File: src/rtl/mac_result_div_if.sv
// Handshake and payload bundle for the mac_result_div unpack/self-check divider.
interface mac_result_div_if #(
  parameter int unsigned DW_N = 17,
  parameter int unsigned DW_D = 8
);
  logic            in_valid;
  logic            in_ready;
  logic [DW_N-1:0] dividend;
  logic [DW_D-1:0] divisor;
  logic            out_valid;
  logic            out_ready;
  logic [DW_N-1:0] quotient;
  logic [DW_D-1:0] remainder;
  logic            div_by_zero;

  modport master (
    output in_valid, dividend, divisor, out_ready,
    input  in_ready, out_valid, quotient, remainder, div_by_zero
  );

  modport slave (
    input  in_valid, dividend, divisor, out_ready,
    output in_ready, out_valid, quotient, remainder, div_by_zero
  );
endinterface

File: src/rtl/mac_result_div.sv
// Iterative restoring divider: recovers a (quotient) and c (remainder) from result = a*b + c.
// One restoring step per cycle, MSB first, one operation in flight.
module mac_result_div #(
  parameter int unsigned DW_N = 17,
  parameter int unsigned DW_D = 8
) (
  input  logic             clk,
  input  logic             rst,
  mac_result_div_if.slave  bus
);
  localparam int unsigned CW = $clog2(DW_N + 1);

  typedef enum logic [1:0] {IDLE, CALC, DONE} state_t;

  state_t          state, state_nxt;
  logic [DW_N-1:0] shf_q;
  logic [DW_D-1:0] dsr_q;
  logic [DW_D-1:0] rem_q;
  logic [CW-1:0]   cnt_q;
  logic [DW_N-1:0] quo_out_q;
  logic [DW_D-1:0] rem_out_q;
  logic            dbz_q;

  logic            accept;
  logic            last_step;
  logic [DW_D:0]   pr;
  logic [DW_D:0]   diff;
  logic            ge;
  logic [DW_D-1:0] rem_nxt;
  logic [DW_N-1:0] shf_nxt;

  assign accept    = (state == IDLE) && bus.in_valid;
  assign last_step = (cnt_q == CW'(DW_N - 1));

  // Single restoring step: shift dividend bits into the partial remainder, quotient bits in at the LSB.
  always_comb begin
    pr      = {rem_q, shf_q[DW_N-1]};
    diff    = pr - {1'b0, dsr_q};
    ge      = (pr >= {1'b0, dsr_q});
    rem_nxt = ge ? diff[DW_D-1:0] : pr[DW_D-1:0];
    shf_nxt = {shf_q[DW_N-2:0], ge};
  end

  always_ff @(posedge clk) begin
    if (rst) state <= IDLE;
    else     state <= state_nxt;
  end

  always_comb begin
    state_nxt = state;
    case (state)
      IDLE: if (bus.in_valid) state_nxt = (bus.divisor == '0) ? DONE : CALC;
      CALC: if (last_step)    state_nxt = DONE;
      DONE: if (bus.out_ready) state_nxt = IDLE;
      default: state_nxt = IDLE;
    endcase
  end

  always_comb begin
    bus.in_ready  = 1'b0;
    bus.out_valid = 1'b0;
    case (state)
      IDLE:    bus.in_ready  = 1'b1;
      DONE:    bus.out_valid = 1'b1;
      default: ;
    endcase
  end

  // Working registers plus result registers that hold until the next result loads.
  always_ff @(posedge clk) begin
    if (rst) begin
      shf_q     <= '0;
      dsr_q     <= '0;
      rem_q     <= '0;
      cnt_q     <= '0;
      quo_out_q <= '0;
      rem_out_q <= '0;
      dbz_q     <= 1'b0;
    end else if (accept) begin
      shf_q <= bus.dividend;
      dsr_q <= bus.divisor;
      rem_q <= '0;
      cnt_q <= '0;
      if (bus.divisor == '0) begin
        quo_out_q <= '1;
        rem_out_q <= bus.dividend[DW_D-1:0];
        dbz_q     <= 1'b1;
      end
    end else if (state == CALC) begin
      shf_q <= shf_nxt;
      rem_q <= rem_nxt;
      cnt_q <= cnt_q + CW'(1);
      if (last_step) begin
        quo_out_q <= shf_nxt;
        rem_out_q <= rem_nxt;
        dbz_q     <= 1'b0;
      end
    end
  end

  assign bus.quotient    = quo_out_q;
  assign bus.remainder   = rem_out_q;
  assign bus.div_by_zero = dbz_q;
endmodule

File: src/flat_wrapper.sv
// flat-port wrapper written by rule: the top's interface ports become plain ports
module mac_result_div_flat 
#(
  parameter int unsigned DW_N = 17,
  parameter int unsigned DW_D = 8
)
  (clk, rst, bus_in_valid, bus_dividend, bus_divisor, bus_out_ready, bus_in_ready, bus_out_valid, bus_quotient, bus_remainder, bus_div_by_zero);
  mac_result_div_if #(.DW_N(DW_N), .DW_D(DW_D)) bus_i ();
  input  logic clk;
  input  logic rst;
  input wire logic [$bits(bus_i.in_valid)-1:0] bus_in_valid;
  input wire logic [$bits(bus_i.dividend)-1:0] bus_dividend;
  input wire logic [$bits(bus_i.divisor)-1:0] bus_divisor;
  input wire logic [$bits(bus_i.out_ready)-1:0] bus_out_ready;
  output wire logic [$bits(bus_i.in_ready)-1:0] bus_in_ready;
  output wire logic [$bits(bus_i.out_valid)-1:0] bus_out_valid;
  output wire logic [$bits(bus_i.quotient)-1:0] bus_quotient;
  output wire logic [$bits(bus_i.remainder)-1:0] bus_remainder;
  output wire logic [$bits(bus_i.div_by_zero)-1:0] bus_div_by_zero;
  assign bus_i.in_valid = bus_in_valid;
  assign bus_i.dividend = bus_dividend;
  assign bus_i.divisor = bus_divisor;
  assign bus_i.out_ready = bus_out_ready;
  assign bus_in_ready = bus_i.in_ready;
  assign bus_out_valid = bus_i.out_valid;
  assign bus_quotient = bus_i.quotient;
  assign bus_remainder = bus_i.remainder;
  assign bus_div_by_zero = bus_i.div_by_zero;
  mac_result_div #(.DW_N(DW_N), .DW_D(DW_D)) u_core (.clk(clk), .rst(rst), .bus(bus_i));
endmodule
File: config.mk
export PLATFORM = sky130hd
export DESIGN_NAME = mac_result_div_flat
export DESIGN_NICKNAME = d
export VERILOG_FILES = /design/src/rtl/mac_result_div_if.sv /design/src/rtl/mac_result_div.sv /design/src/flat_wrapper.sv
export SDC_FILE = /design/constraint.sdc
export NUM_CORES = 1
export LEC_CHECK = 0
export CAP_MARGIN = 10
export CELL_PAD_IN_SITES_DETAIL_PLACEMENT = 0
export CELL_PAD_IN_SITES_GLOBAL_PLACEMENT = 2
export CORE_AREA = 5 5 109 111
export DETAILED_ROUTE_END_ITERATION = 6
export DIE_AREA = 0 0 114 116
export PLACE_DENSITY_LB_ADDON = 0.12
export SLEW_MARGIN = 15
export SYNTH_ARGS = -nofsm -noshare
export SYNTH_HDL_FRONTEND = slang
export SYNTH_SLANG_ARGS = --single-unit
File: constraint.sdc
create_clock -name clk -period 2.4 [get_ports clk]
set_input_delay 0.48 -clock clk [delete_from_list [all_inputs] [get_ports clk]]
set_output_delay 0.48 -clock clk [all_outputs]
set_load 0.03 [all_outputs]
-- Word level (Yosys, flattened, before mapping)
Cells that the tools add are included.
- register bits: 66
- output and inout port bits: 28
- logic and storage cells: 48
- add/sub/neg operators: 2
- magnitude comparators: 1
- eq/ne operators: 7
- muxes and demuxes: 22
- reduce and logical (&&, ||, !) cells: 8
- operator list (kind ; number):
    $mux W17 ; 6
    $mux W8 ; 5
    $ge A9 B8 Y1 ; 1
    $logic_not A8 Y1 ; 1
    $mux W2 ; 4
    $sub A8 B8 Y8 ; 1
    $mux W1 ; 6
    $ne A2 B2 Y1 const B ; 3
    $pmux W2 S3 ; 1
    $reduce_and A3 Y1 ; 2
    $add A5 B1 Y5 const B ; 1
    $eq A5 B5 Y1 const B ; 1
    $reduce_bool A2 Y1 ; 2
    $eq A2 B1 Y1 const B ; 1
    $eq A2 B2 Y1 const B ; 1
    $logic_not A2 Y1 ; 1
    $ne A2 B1 Y1 const B ; 1
    $reduce_or A2 Y1 ; 1
    $logic_and A1 B1 Y1 ; 1

-- Depth between registers and ports, before layout
Gate-level depths: netlist of the first run.
- word-level depth: 5
- gate-level depth with buffers: 12
- gate-level depth less buffers: 9

-- Least setup slack after synthesis of the first run
No wires, ideal clock.
- kind: flip-flop to flip-flop
- start: register u_core.dsr_q[5]
- end: register u_core.rem_out_q[0] (netlist: u_core.bus.remainder[0])
- setup time: 75 ps
- arrival time: 2030 ps
- data required time: 2325 ps
- path slack: 295 ps
- cell stages (with the launch flop): 12
- path buffers: 3
- cells stage by stage: dfxtp_1 > inv_1 > ha_1 > buf_4 > a211o_1 > o211ai_2 > and2_1 > buf_6 > and2_4 > buf_6 > mux2_2 > o22ai_1
- longest elaborated chain between the ends: 5
- ends and longest elaborated chain (element ; line ; source):
    from (decl) ; mac_result_div.sv:17 ; logic [DW_D-1:0] dsr_q;
    from (signal assigned) ; mac_result_div.sv:81 ; dsr_q <= bus.divisor;
    $ge A9 B8 Y1 ; mac_result_div.sv:39 ; ge = (pr >= {1'b0, dsr_q});
    $mux W8 ; mac_result_div.sv:40 ; rem_nxt = ge ? diff[DW_D-1:0] : pr[DW_D-1:0];
    $mux W8 ; mac_result_div.sv:93 ; if (last_step) begin
    $mux W8 ; mac_result_div.sv:89 ; end else if (state == CALC) begin
    $mux W8 ; mac_result_div.sv:79 ; end else if (accept) begin
    to (signal assigned) ; mac_result_div.sv:86 ; rem_out_q <= bus.dividend[DW_D-1:0];
    to (signal assigned) ; mac_result_div.sv:95 ; rem_out_q <= rem_nxt;
    to (decl) ; mac_result_div.sv:21 ; logic [DW_D-1:0] rem_out_q;
No other way between the ends. The select of a mux whose other input is x is not followed.
A chain may end at the register's enable or synchronous reset.

-- Worst setup path in the final report of the first run
- start: register u_core.dsr_q[5]
- end: register u_core.rem_out_q[1] (netlist: u_core.bus.remainder[1])
Same word-level chain as after synthesis.

==> impl_results.md, run 1 <==
* Drt pass-1 iters at 4
* Final number of hold-violating endpoints at 0
* Diode insertion count for antenna repair at 0
* Total DRC errors in the routed layout at 0
* Max Root-Sink Buffers at 2
* Share of layout cells above drive strength 1 at 11.6%
* Setup TNS after final layout at 0 ns
* Leakage component of the power at around 1.6 nW
* Quantity of hold-fixing buffers added after cts at 0
* Number of synthesized flops with an enable pin at 0
* Post-synthesis async set-or-reset flop share at 0%
* Final HPWL from detailed placement at 7070 microns
* Die Area at 13,200 sq um
* Sink of the worst hold path: u_core.shf_q[16]
* Critical path peak fanout at 15
* First-pass GRT wire length at 15,300 microns
* Depth of the worst hold-timing path at 2
* Areal power density over the cells at 672 nW/um^2
* Dominant register cell in the synthesized netlist: sky130_fd_sc_hd__dfxtp_1
* Syn_area_per_cell at slightly below 8 sq um
* Classification of the worst setup path: register to register
* Initial DRC count at 134
* Clock insertion delay at the later pin of the skew report at 0.34 ns
* Critical path data required time at about 2.7 ns
* Worst setup slack for register-to-register paths at 0.14 ns
* Largest clock skew in the final design at 0.0114 ns
* Worst EP arrival at 2.52 ns
* Final worst path period need at around 2.3 ns
* Register area share after synthesis at ~42%
* Number of synthesized register bits at 66
* Transition time at the pin with the least slew margin at 0.371 ns
* Final standard cell area without fillers at approximately 4200 sq um
* Pin count of the biggest net entering global routing at 32
* Total of max-cap violations at 0
* Drt total wl at 9470 microns
* Register clock-pin slew on the reported worst setup and hold paths at 0.08 ns
* Reg-to-reg critical path endpoint: u_core.bus.remainder[1]
* Detail-routed via count per cell at approximately 4.8
* Wirelength per Cell at ~15 microns
* Area overhead of the layout relative to synthesis at 32.6%
* Worst VDD drop at 0.287 mV
* R2R depth at 8
* Worst hold path class: input pin to register
* Startpoint of the lowest-slack hold path: rst
* Total count of max-transition violations in the final report at 0
* Total setup violations reported at the end of the flow at 0
* Number of warning messages in the yosys log at 0
* Remaining number of nets flagged by the antenna check after routing at 0
* Count of unique library cells instantiated by Yosys at 48
* Max Freq at 443 MHz
* Number of nets in the finished design at around 500
* Number of sinks handled by clock tree synthesis at 66
* Run status: finished, final reports clean
* Origin of the critical flop-to-flop path: u_core.dsr_q[5]
* Syn Std Cell Area at roughly 3100 sq um
* Final weighted congestion in routability-driven placement at 0.801
* IO buf count at 56
* Starting density of the core at 29.4%
* All-Layer GR Usage at 14.8%
* Crit path capture type: register
* Tightest slew margin relative to the limit at 75.1%
* Detailed-route via count at just under 3,000
* Total nets after synthesis at 442
* Total grt overflow at 0
* Type of element launching the critical path: register
* Width of the die at 114 microns
* Fraction of the cycle the final worst path needs at 94.0%
* Placed inst area at between 3000 and 4000 sq um
* Count of pins on the block boundary at 57
* Vias in the first global route at a little under 3,000
* TritonCTS buffer count at 9
* Post-synthesis cell count at 402
* CTS Root Buffer Type: sky130_fd_sc_hd__clkbuf_8
* Initial antenna violation count at 0
* Unrepaired setup endpoints after global routing: false
* Row count at 38
* Total number of H-tree levels at 3
* CTS tree: yes
* Placeable core area at 10,700 sq um
* Die Height at 116 microns
-- kinds of logic (layout without fill, tap and decap cells) --
family	after synthesis	count (layout)	synth area share, %
xor gates and xnor gates	5	5	1.39
muxes	6	6	1.99
buffers and inverters	37	110	5.30
adders and majority gates	11	11	4.62
AOI/OAI and AO/OA	79	79	15.7
DFF	66	66	42.1
and+or+nand+nor	198	198	28.9
-- what timing repair did --
action | in CTS | in global routing
pin swaps | 1 | 1
resized for setup | 2 | 5
setup buffers | 0 | 0
endpoints found under the setup margin | 2 | 4
-- metal layers --
| metal | vias to the layer above | global-route usage [%] | routed length (microns) |
|---|---|---|---|
| met1 | 1362 | 19.3 | 4560 |
| met2 | 60 | 24.5 | 4370 |
| met4 | 0 | 4.51 | 121 |
| met5 | - | 0 | 0 |
| met3 | 10 | 3.19 | 429 |
| li1 | 1528 | - | - |
-- through the flow --
| step | worst slack, ns | instances | hold slack, ns | power, mW | utilization [%] |
|---|---|---|---|---|---|
| after floorplan | 0.295 | 402 | 0.436 | 1.70 | - |
| after global placement | -0.0397 | 600 | 0.446 | 1.89 | 37.0 |
| after detailed placement | -0.0537 | 600 | 0.452 | 1.89 | 37.0 |
| after CTS | 0.00967 | 615 | 0.421 | 2.83 | 38.8 |
| after global routing | 0.00649 | 615 | 0.430 | 2.97 | 38.9 |
| final | 0.145 | 615 | 0.433 | 2.80 | 38.9 |
-- worst max-delay path: stages (launching register included) --
cell                       delay [ns]
sky130_fd_sc_hd__dfxtp_1         0.33
sky130_fd_sc_hd__inv_1           0.05
sky130_fd_sc_hd__ha_1            0.28
sky130_fd_sc_hd__a211o_1         0.31
sky130_fd_sc_hd__o211ai_2        0.11
sky130_fd_sc_hd__and2_1          0.31
sky130_fd_sc_hd__and2_4          0.31
sky130_fd_sc_hd__mux2_2          0.37
sky130_fd_sc_hd__o22ai_1         0.12
-- registers in the layout, summed over array words and instances (netlist names) --
register	count
u_core.state	2
u_core.bus.quotient	17
u_core.bus.remainder	8
u_core.rem_q	8
u_core.shf_q	17
u_core.cnt_q	5
u_core.dsr_q	8
u_core.bus.div_by_zero	1
-- cells in the mapped netlist, types with 2 or more instances --
library cell	n	share of area (%)
sky130_fd_sc_hd__nor2_1	74	8.8
sky130_fd_sc_hd__dfxtp_1	66	42
sky130_fd_sc_hd__nand2_1	50	6.0
sky130_fd_sc_hd__a21oi_1	33	5.3
sky130_fd_sc_hd__nor3_1	20	3.2
sky130_fd_sc_hd__clkbuf_1	19	2.3
sky130_fd_sc_hd__inv_1	13	1.6
sky130_fd_sc_hd__o21ai_0	12	1.9
sky130_fd_sc_hd__a22oi_1	10	2.4
sky130_fd_sc_hd__ha_1	10	4.0
sky130_fd_sc_hd__nor4_1	10	2.0
sky130_fd_sc_hd__nand3_1	8	1.3
sky130_fd_sc_hd__and3_1	7	1.4
sky130_fd_sc_hd__nor2b_1	7	1.4
sky130_fd_sc_hd__nand2b_1	5	1.0
sky130_fd_sc_hd__nand4_1	5	1.0
sky130_fd_sc_hd__mux2i_1	4	1.3
sky130_fd_sc_hd__o22ai_1	4	0.80
sky130_fd_sc_hd__xor2_1	4	1.1
sky130_fd_sc_hd__a211oi_1	3	0.72
sky130_fd_sc_hd__buf_6	3	1.1
sky130_fd_sc_hd__or2_2	3	0.60
sky130_fd_sc_hd__a311oi_1	2	0.56
sky130_fd_sc_hd__a31oi_1	2	0.40
sky130_fd_sc_hd__and2_1	2	0.40
sky130_fd_sc_hd__mux2_2	2	0.72
sky130_fd_sc_hd__o211ai_1	2	0.48
sky130_fd_sc_hd__or4_1	2	0.48
-- placed cells by master, fill, tap and decap left out, types with 2 or more instances in the layout --
master	count
sky130_fd_sc_hd__a211oi_1	3
sky130_fd_sc_hd__a21oi_1	32
sky130_fd_sc_hd__a22oi_1	9
sky130_fd_sc_hd__a311oi_1	2
sky130_fd_sc_hd__a31oi_1	2
sky130_fd_sc_hd__and2_1	2
sky130_fd_sc_hd__and3_1	7
sky130_fd_sc_hd__buf_4	25
sky130_fd_sc_hd__clkbuf_8	9
sky130_fd_sc_hd__clkdlybuf4s50_1	55
sky130_fd_sc_hd__clkinv_2	2
sky130_fd_sc_hd__dfxtp_1	65
sky130_fd_sc_hd__ha_1	10
sky130_fd_sc_hd__inv_1	13
sky130_fd_sc_hd__mux2_2	2
sky130_fd_sc_hd__mux2i_1	3
sky130_fd_sc_hd__nand2_1	50
sky130_fd_sc_hd__nand2b_1	5
sky130_fd_sc_hd__nand3_1	8
sky130_fd_sc_hd__nand4_1	5
sky130_fd_sc_hd__nor2_1	74
sky130_fd_sc_hd__nor2b_1	6
sky130_fd_sc_hd__nor3_1	20
sky130_fd_sc_hd__nor4_1	10
sky130_fd_sc_hd__o211ai_1	2
sky130_fd_sc_hd__o21ai_0	11
sky130_fd_sc_hd__o21ai_1	2
sky130_fd_sc_hd__o22ai_1	4
sky130_fd_sc_hd__or2_2	3
sky130_fd_sc_hd__or4_1	2
sky130_fd_sc_hd__xor2_1	4
-- layout make-up --
cell class	instances	area, sq um
inverters	13	48.8
flip-flops and latches	66	1320
multi-input cells	299	1670
repair buffers	82	763
clock buffers	10	128
clock inverters	5	56.3
well taps	140	175
fillers	1150	6530
-- worst max-delay path by stage --
stage                     cells past startpoint                      end  slack [ns]        startpoint
after floorplan                              11  u_core.bus.remainder[0]        0.29   u_core.dsr_q[5]
after global placement                       10  u_core.bus.remainder[6]       -0.04  u_core.shf_q[16]
after detailed placement                     10  u_core.bus.remainder[6]       -0.05  u_core.shf_q[16]
after CTS                                    10  u_core.bus.remainder[6]        0.01  u_core.shf_q[16]
after global routing                         10  u_core.bus.remainder[6]       0.006  u_core.shf_q[16]
final                                         8  u_core.bus.remainder[1]        0.14   u_core.dsr_q[5]
-- where the power goes --
part / total, mW / internal (mW) / switching (mW)
clock: 0.915 / 0.473 / 0.442
sequential: 1.20 / 1.15 / 0.0457
combinational: 0.687 / 0.301 / 0.386
total: 2.80 / 1.93 / 0.874
No activity file was read; power rests on OpenSTA's default activity.
==> run 2, diff against run 1 <==
--- a/config.mk
+++ b/config.mk
@@ -12,6 +12,7 @@
 export DETAILED_ROUTE_END_ITERATION = 6
 export DIE_AREA = 0 0 114 116
 export PLACE_DENSITY_LB_ADDON = 0.12
+export REMOVE_ABC_BUFFERS = 1
 export SLEW_MARGIN = 15
 export SYNTH_ARGS = -nofsm -noshare
 export SYNTH_HDL_FRONTEND = slang
==> run 2 against run 1 <==
First-iteration DRC count down 12%. Design area down 0.12%. Clock power up 18%. Sequential share of layout area about the same. Critical path depth up 1. Cell count down 0.98%. Wire length down 5.4%. Critical endpoint unchanged. Largest power group unchanged.
==> impl_results.md, run 2 (same netlist as run 1, synthesis figures left out) <==
* Run status: finished, final reports clean
* Worst hold path class: register to register
* Startpoint of the lowest-slack hold path: u_core.dsr_q[6]
* Most common cell after layout, fill and taps aside: sky130_fd_sc_hd__nor2_1
* CTS tree: yes
* Depth of the worst hold-timing path at 2 (unchanged)
* Placed inst area at 3920 sq um (-1.0%)
* Number of sinks handled by clock tree synthesis at 66 (unchanged)
* Share of layout cells above drive strength 1 at 9.59% (-2.0 points)
* Clock insertion delay at the later pin of the skew report at 0.36 ns (+0.02 ns)
* Final worst path period need at 2.19 ns (-0.0693 ns)
* Wirelength per Cell at 14.7 microns (-4.5%)
* Row count at 38 (unchanged)
* Tightest slew margin relative to the limit at 64.5% (-11 points)
* Worst VDD drop at 0.304 mV (+6.1%)
* Cell-by-cell listing of the critical path: inv_1 -> ha_1 -> o21ai_1 -> a21oi_1 -> buf_4 -> o31ai_4 -> and2_4 -> mux2_2 -> o22ai_1
* IO buf count at 56 (unchanged)
* Die Area at 13,200 sq um (unchanged)
* End-of-flow core utilization at 38.9% (-0.047 points)
* Drt pass-1 iters at 4 (unchanged)
* Post-place setup slack at -0.00401 ns (+0.0497 ns)
* Max Root-Sink Buffers at 2 (unchanged)
* All-Layer GR Usage at 14.1% (-0.66 points)
* Register clock-pin slew on the reported worst setup and hold paths at 0.07 ns (about the same)
* Pin count of the biggest net entering global routing at 28 (-13%)
* Fraction of the cycle the final worst path needs at 91.1% (-2.9 points)
* CTS Root Buffer Type: sky130_fd_sc_hd__clkbuf_8
* R2R depth at 9 (+1)
* Worst setup slack for register-to-register paths at 0.21 ns (+0.07 ns)
* Critical path peak fanout at 15 (unchanged)
* Vias in the first global route at 2,840 (-3.3%)
* Worst EP arrival at 2.47 ns (-0.05 ns)
* Total count of max-transition violations in the final report at 0 (unchanged)
* Reg-to-reg critical path endpoint: u_core.bus.remainder[1]
* Max Freq at 458 MHz (+3.2%)
* Unrepaired setup endpoints after global routing: false
* Cell with the largest stage delay on the worst path: sky130_fd_sc_hd__mux2_2
* Detailed-route via count at 2,904 (-1.9%)
* Final standard cell area without fillers at 4160 sq um (-0.12%)
* Fill cell instance count of the final layout at 1,151 (+0.087%)
* Global-route track usage on met1 at 18.2% (-1.1 points)
* Total setup violations reported at the end of the flow at 0 (unchanged)
* Die Height at 116 microns (unchanged)
* Total number of H-tree levels at 3 (unchanged)
* Power after layout at 2.94 mW (+5.2%)
* Width of the die at 114 microns (unchanged)
* Remaining number of nets flagged by the antenna check after routing at 0 (unchanged)
* Diode insertion count for antenna repair at 0 (unchanged)
* Sink of the worst hold path: u_core.dsr_q[6]
* Type of element launching the critical path: register
* Number of nets in the finished design at 504 (-1.4%)
* Critical path's largest stage delay at 0.36 ns (about the same)
* Met3 track utilization from global routing at 4.07% (+0.89 points)
* Drt total wl at 8960 microns (-5.4%)
* TritonCTS buffer count at 9 (unchanged)
* Final weighted congestion in routability-driven placement at 0.793 (-0.99%)
* Total grt overflow at 0 (unchanged)
* Crit path capture type: register
* Leakage component of the power at 1.60 nW (-0.63%)
* Area taken by multi-input logic gates at 1670 sq um (-0.37%)
* Total of max-cap violations at 0 (unchanged)
* Areal power density over the cells at 708 nW/um^2 (+5.3%)
* Commonest cells after routing, fill and taps aside: sky130_fd_sc_hd__nor2_1, sky130_fd_sc_hd__dfxtp_1, sky130_fd_sc_hd__clkdlybuf4s50_1
* First-pass GRT wire length at 14,600 microns (-4.6%)
* Reg area at 1320 sq um (about the same)
* Busiest grt layer: met2
* Met2 track utilization from global routing at 22.8% (-1.7 points)
* Transition time at the pin with the least slew margin at 0.533 ns (+0.162 ns)
* Quantity of hold-fixing buffers added after cts at 0 (unchanged)
* Placeable core area at 10,700 sq um (unchanged)
* Total DRC errors in the routed layout at 0 (unchanged)
* Classification of the worst setup path: register to register
* Minimum setup slack in the final design at 0.214 ns (+0.0693 ns)
* Initial antenna violation count at 0 (unchanged)
* Final HPWL from detailed placement at 6730 microns (-4.9%)
* Starting density of the core at 29.4% (unchanged)
* Largest clock skew in the final design at 0.00869 ns (-0.00274 ns)
* Initial DRC count at 118 (-12%)
* Detail-routed via count per cell at 4.77 (-0.93%)
* Origin of the critical flop-to-flop path: u_core.dsr_q[2]
* Final number of hold-violating endpoints at 0 (unchanged)
* Area overhead of the layout relative to synthesis at 32.4%
* Critical path data required time at 2.68 ns (+0.02 ns)
* Count of pins on the block boundary at 57 (unchanged)
run 2: cell types whose count changed in the layout (fill, tap and decap cells not counted), sizes merged:
cell	change
buf	-7
clkinv	-2
bufinv	+1
clkinvlp	+1
inv	+1
run 2: critical path, delay by kind of cell, from the launching register on:
kind | cells | cell delay [ns]
AO/OA/AOI/OAI | 4 | 0.58
adder cells (fa/ha/maj) | 1 | 0.33
buffers and inverters | 2 | 0.20
flip-flops | 1 | 0.33
multiplexers | 1 | 0.36
AND/OR/NAND/NOR | 1 | 0.31
run 2: power by group:
| part | internal (mW) | total [mW] | leakage, nW | switching [mW] |
|---|---|---|---|---|
| clock | 0.615 | 1.08 | 0.109 | 0.469 |
| combinational | 0.292 | 0.666 | 0.953 | 0.374 |
| sequential | 1.15 | 1.19 | 0.537 | 0.0433 |
| total | 2.06 | 2.94 | 1.60 | 0.886 |
run 2: final cells by class:
type,count,share of cell area (%)
Sequential cell,66,31.8
Clock buffer,10,3.31
Inverter,13,1.17
Multi-Input combinational cell,299,40.0
Timing Repair Buffer,75,17.4
Clock inverter,6,2.14
Tap cell,140,4.21
run 2: what timing repair did:
item | in CTS | in global routing
gates resized for setup | 0 | 2
endpoints found under the setup margin | 0 | 2
setup buffers | 0 | 0
run 2: per-layer routing:
| metal | share of wire [%] | up-vias |
|---|---|---|
| met4 | 1.8 | 0 |
| met1 | 48 | 1319 |
| met2 | 45 | 54 |
| li1 | - | 1520 |
| met3 | 4.8 | 11 |
| met5 | 0 | - |
run 2: through the flow:
stage / hold slack [ns] / setup TNS [ns] / cells
2_1_floorplan: 0.430 / 0 / 378
3_3_place_gp: 0.444 / 0 / 593
3_5_place_dp: 0.451 / -0.00401 / 593
4_1_cts: 0.462 / 0 / 609
5_1_grt: 0.464 / 0 / 609
6_report: 0.457 / 0 / 609
run 2: worst max path at each step:
stage | to | slack (ns) | from | cells past startpoint
after global routing | u_core.bus.remainder[1] | 0.06 | u_core.dsr_q[2] | 9
after detailed placement | u_core.bus.quotient[0] | -0.004 | bus_divisor[3] | 8
after floorplan | u_core.bus.quotient[0] | 0.01 | u_core.state[0] | 6
after CTS | u_core.bus.remainder[1] | 0.07 | u_core.dsr_q[2] | 9
final | u_core.bus.remainder[1] | 0.21 | u_core.dsr_q[2] | 9
after global placement | u_core.bus.remainder[4] | 0.05 | bus_divisor[3] | 7
